`config.mk`:
```
export PLATFORM = sky130hd
export DESIGN_NAME = snd_cmd_latch
export DESIGN_NICKNAME = d
export VERILOG_FILES = /design/src/rtl/snd_cmd_latch.sv
export SDC_FILE = /design/constraint.sdc
export NUM_CORES = 1
export LEC_CHECK = 0
export ABC_AREA = 1
export CAP_MARGIN = 20
export CORE_AREA = 2 2 56 58
export CTS_CLUSTER_SIZE = 10
export DETAILED_ROUTE_END_ITERATION = 8
export DIE_AREA = 0 0 58 60
export GPL_ROUTABILITY_DRIVEN = 0
export PLACE_DENSITY = 0.8
export SLEW_MARGIN = 30
export SYNTH_ARGS = -nofsm -noshare
export SYNTH_HDL_FRONTEND = slang
export SYNTH_SLANG_ARGS = --single-unit
```
`constraint.sdc`:
```
create_clock -name clk_49m -period 1.4 [get_ports clk_49m]
set_input_delay 0.28 -clock clk_49m [delete_from_list [all_inputs] [get_ports clk_49m]]
set_output_delay 0.28 -clock clk_49m [all_outputs]
set_load 0.05 [all_outputs]
```
`src/rtl/snd_cmd_latch.sv`:
```
// snd_cmd_latch: sound-board end of the main-CPU -> sound-CPU command path.
// Captures the command byte on each rising edge of the write strobe, tracks
// pending/overrun status, and drives a stretched, re-armable active-low NMI.
module snd_cmd_latch #(
  parameter int NMI_CE_CYCLES   = 32,
  parameter int REARM_CE_CYCLES = 2
) (
  input  logic       clk_49m,
  input  logic       reset_n,
  input  logic       pause,
  input  logic       cpu_ce,
  input  logic [7:0] sound_cmd,
  input  logic       sound_cmd_wr,
  input  logic       snd_rd,
  output logic [7:0] latch_q,
  output logic       nmi_n,
  output logic       cmd_pending,
  output logic [7:0] overrun_cnt
);

  localparam int CNT_MAX = (NMI_CE_CYCLES > REARM_CE_CYCLES) ? NMI_CE_CYCLES : REARM_CE_CYCLES;
  localparam int CW      = $clog2(CNT_MAX + 1);

  localparam logic [CW-1:0] CNT_NMI   = CW'(NMI_CE_CYCLES);
  localparam logic [CW-1:0] CNT_REARM = CW'(REARM_CE_CYCLES);
  localparam logic [CW-1:0] CNT_ONE   = CW'(1);

  typedef enum logic [1:0] {
    S_IDLE,
    S_ASSERT,
    S_REARM
  } nmi_state_t;

  nmi_state_t    state;
  logic [CW-1:0] cnt;
  logic          wr_d;
  logic          wr_rise;
  logic          ce_cnt;

  assign wr_rise = sound_cmd_wr & ~wr_d;
  assign ce_cnt  = cpu_ce & ~pause;

  // Write-strobe edge detector; resets high so a strobe held through reset is ignored.
  always_ff @(posedge clk_49m) begin
    if (!reset_n) wr_d <= 1'b1;
    else          wr_d <= sound_cmd_wr;
  end

  // Command capture plus pending/overrun bookkeeping; a write beats a same-cycle read.
  always_ff @(posedge clk_49m) begin
    if (!reset_n) begin
      latch_q     <= '0;
      cmd_pending <= 1'b0;
      overrun_cnt <= '0;
    end else if (wr_rise) begin
      latch_q     <= sound_cmd;
      cmd_pending <= 1'b1;
      if (cmd_pending && !snd_rd && (overrun_cnt != '1))
        overrun_cnt <= overrun_cnt + 8'd1;
    end else if (snd_rd) begin
      cmd_pending <= 1'b0;
    end
  end

  // NMI sequencer: one shared down-counter times both the low pulse and the re-arm gap.
  always_ff @(posedge clk_49m) begin
    if (!reset_n) begin
      state <= S_IDLE;
      cnt   <= '0;
      nmi_n <= 1'b1;
    end else begin
      case (state)
        S_IDLE: begin
          if (wr_rise) begin
            state <= S_ASSERT;
            cnt   <= CNT_NMI;
            nmi_n <= 1'b0;
          end
        end
        S_ASSERT: begin
          if (wr_rise) begin
            state <= S_REARM;
            cnt   <= CNT_REARM;
            nmi_n <= 1'b1;
          end else if (ce_cnt) begin
            cnt <= cnt - CNT_ONE;
            if (cnt == CNT_ONE) begin
              state <= S_IDLE;
              nmi_n <= 1'b1;
            end
          end
        end
        S_REARM: begin
          // Writes here only touch the latch/flags; the gap keeps running.
          if (ce_cnt) begin
            if (cnt == CNT_ONE) begin
              state <= S_ASSERT;
              cnt   <= CNT_NMI;
              nmi_n <= 1'b0;
            end else begin
              cnt <= cnt - CNT_ONE;
            end
          end
        end
        default: begin
          state <= S_IDLE;
          cnt   <= '0;
          nmi_n <= 1'b1;
        end
      endcase
    end
  end

endmodule
```
==> flow_metrics.env <==
export IMPL_tightestPinTransition_ns=0.247
export IMPL_htreeDepth=1
export IMPL_drtIter0Drc=23
export IMPL_fin_ws_ns=-0.00465
export IMPL_hold_ws_ns=0.511
export IMPL_die_height_um=60
export IMPL_multi_input_area_um2=756
export IMPL_ys_seq_area_share_pct=40.7
export IMPL_clk_pin_slew_worst_paths_ns=0.15
export IMPL_status="complete, but fails checks"
export IMPL_wl_per_cell_um=12.9
export IMPL_ant_nets=0
export IMPL_slew_violations=0
export IMPL_drt_pass1_iter_count=4
export IMPL_wirelength_mm=3.52
export IMPL_ys_warn_count=0
export IMPL_rows=20
export IMPL_period_share_pct=100
export IMPL_hp_start="cnt[3]"
export IMPL_syn_area_mm2=0.00133
export IMPL_diodes=0
export IMPL_skew_ns=0.00163
export IMPL_io_buffers=31
export IMPL_start_kind="flip-flop"
export IMPL_final_core_util_pct=73.0
export IMPL_grt_overflow=0
export IMPL_cts_tree="done"
export IMPL_critical_path_class="reg2reg"
export IMPL_hpwl_mm=2.43
export IMPL_critPathRequiredTime_ns=1.69
export IMPL_relSlewSlack_pct=83.4
export IMPL_violations="negative setup slack"
export IMPL_numCtsBuffers=3
export IMPL_period_needed_ns=1.40
export IMPL_vdd_drop_max_mv=1.48
export IMPL_io_pins=32
export IMPL_clockBufferDepth=2
export IMPL_setup_viol=1
export IMPL_crit_path_end_kind="flip-flop"
export IMPL_synth_top_area_cell="dfxtp_1"
export IMPL_cts_root_buf="clkbuf_4"
export IMPL_arrival_ns=1.69
export IMPL_final_area_mm2=0.00212
export IMPL_final_nets=257
export IMPL_clock_latency_ns=0.34
export IMPL_drive_gt1_share_pct=34.3
export IMPL_synth_seq_cells=27
export IMPL_cts_hold_buf=0
export IMPL_syn_nets=204
export IMPL_worstPathMaxFanout=7
export IMPL_startpoint="overrun_cnt[0]"
export IMPL_clock_sinks=27
export IMPL_power_leakage_nw=0.910
export IMPL_grt_pass1_wl_mm=5.22
export IMPL_grt_max_degree=16
export IMPL_seq_area_um2=568
export IMPL_drc=0
export IMPL_area_growth_pct=59.5
export IMPL_coreArea_mm2=0.00290
export IMPL_power_density_mw_per_mm2=1350
export IMPL_rr_startpoint="overrun_cnt[0]"
export IMPL_fill_cells=202
export IMPL_vias=1395
export IMPL_max_cap_viol_count=0
export IMPL_synth_cell_types=27
export IMPL_die_area_mm2=0.00348
export IMPL_grt_util_all_layers_pct=19.8
export IMPL_start_util_pct=45.8
export IMPL_fmax_mhz=712
export IMPL_rsz0062_at_grt="true"
export IMPL_final_common_cell="nand2_1"
export IMPL_avgSynthCellArea_um2=7.11
export IMPL_grt_pass1_vias=1251
export IMPL_synthCells=187
export IMPL_die_w_um=58
export IMPL_routed_via_density=5.13
export IMPL_layout_common_cells="38 x nand2_1, 25 x nor2_1, 19 x inv_1, 18 x buf_12, 17 x buf_4"
export IMPL_yosys_area_top_type_share_pct=40.7
export IMPL_synth_area_top_cells="dfxtp_1 41%, nand2_1 11%, nor2_1 7.9%"
export IMPL_finalHoldViolCount=0
export IMPL_placed_cell_area_mm2=0.00199
export IMPL_hold_path_class="reg2reg"
export IMPL_antenna_found_initial=0
-- per-layer routing --
layer  GRT usage (%)  part of all wire (%)  up-vias
li1                -                     -      702
met1            21.8                    40      655
met2            35.7                    53       34
met3            5.19                   5.7        4
met4            8.97                   1.3        0
met5               0                     0        -
-- worst max-delay path: stages, from the launching register on --
cell	delay (ns)
dfxtp_4	0.39
ha_4	0.16
nand2_4	0.06
nor3_4	0.25
nor3_2	0.07
buf_4	0.16
nand3_1	0.07
nand2_1	0.06
a21oi_1	0.12
-- Yosys cell counts --
cell type  count
o21ai_1        1
nor2_4         1
xnor2_1        1
dfxtp_1       27
a21oi_2        2
nand4_1        4
o21ai_2        2
clkinv_2       1
ha_1           3
nor2_1        28
nor2_2         1
nor3_1         2
inv_1         20
a21oi_1       14
inv_6          1
nor3_2         2
nand2_1       40
xor2_1         4
clkinv_1       1
nand2_2        6
nor3b_1        1
clkbuf_1       2
or2_2          1
buf_6          1
o21ai_0       11
nand3_1        9
or2_1          1
-- area by class of cell --
cell class,count,share of cell area (%)
flip-flops and latches,27,26.8
repair buffers,50,29.9
inverters,23,4.37
clock buffers,3,1.06
clock inverters,1,0.236
multi-input cells,135,35.7
well taps,33,1.95
-- path summary, 6_finish.rpt --
path / end / slack [ns] / cells past startpoint
min: cnt[3] / 0.51 / 2
max: overrun_cnt[2] / -0.005 / 8
max reg2reg: overrun_cnt[2] / -0.005 / 8
min reg2reg: cnt[3] / 0.51 / 2
-- flip-flops by register name, summed over array words and instances (netlist names) --
register and flops:
latch_q 8, overrun_cnt 8, cnt 6, state 2, cmd_pending 1, nmi_n 1
wr_d 1
-- cells by family after synthesis --
| logic type | after synthesis | share of synthesized area (%) |
|---|---|---|
| AOI/OAI and AO/OA | 30 | 12.4 |
| xor gates and xnor gates | 5 | 3.30 |
| adders and majority gates | 3 | 2.83 |
| buffers and inverters | 26 | 8.38 |
| DFF | 27 | 40.7 |
| and+or+nand+nor | 96 | 32.4 |
-- report_power, final --
| group | internal (mW) | switching, mW | leakage [nW] | total, mW |
|---|---|---|---|---|
| logic | 0.638 | 0.818 | 0.665 | 1.46 |
| registers | 0.899 | 0.135 | 0.227 | 1.03 |
| clock network | 0.108 | 0.254 | 0.0177 | 0.362 |
-- stage by stage --
| stage | total power [mW] | cells | worst slack (ns) | setup TNS (ns) |
|---|---|---|---|---|
| 6_report | 2.85 | 272 | -0.00465 | -0.00465 |
| 5_1_grt | 3.05 | 272 | -0.0474 | -0.108 |
| 4_1_cts | 2.68 | 269 | 0.00310 | 0 |
| 3_5_place_dp | 2.32 | 265 | -0.314 | -4.47 |
| 3_3_place_gp | 2.29 | 265 | -0.243 | -3.64 |
| 2_1_floorplan | 1.93 | 187 | 0.0422 | 0 |
-- what timing repair did --
item / CTS / global route
gates resized for setup: 0 / 25
buffers inserted: 0 / 1
setup endpoints to repair: 0 / 16
Note: power is estimated with default switching activity, not from simulation.
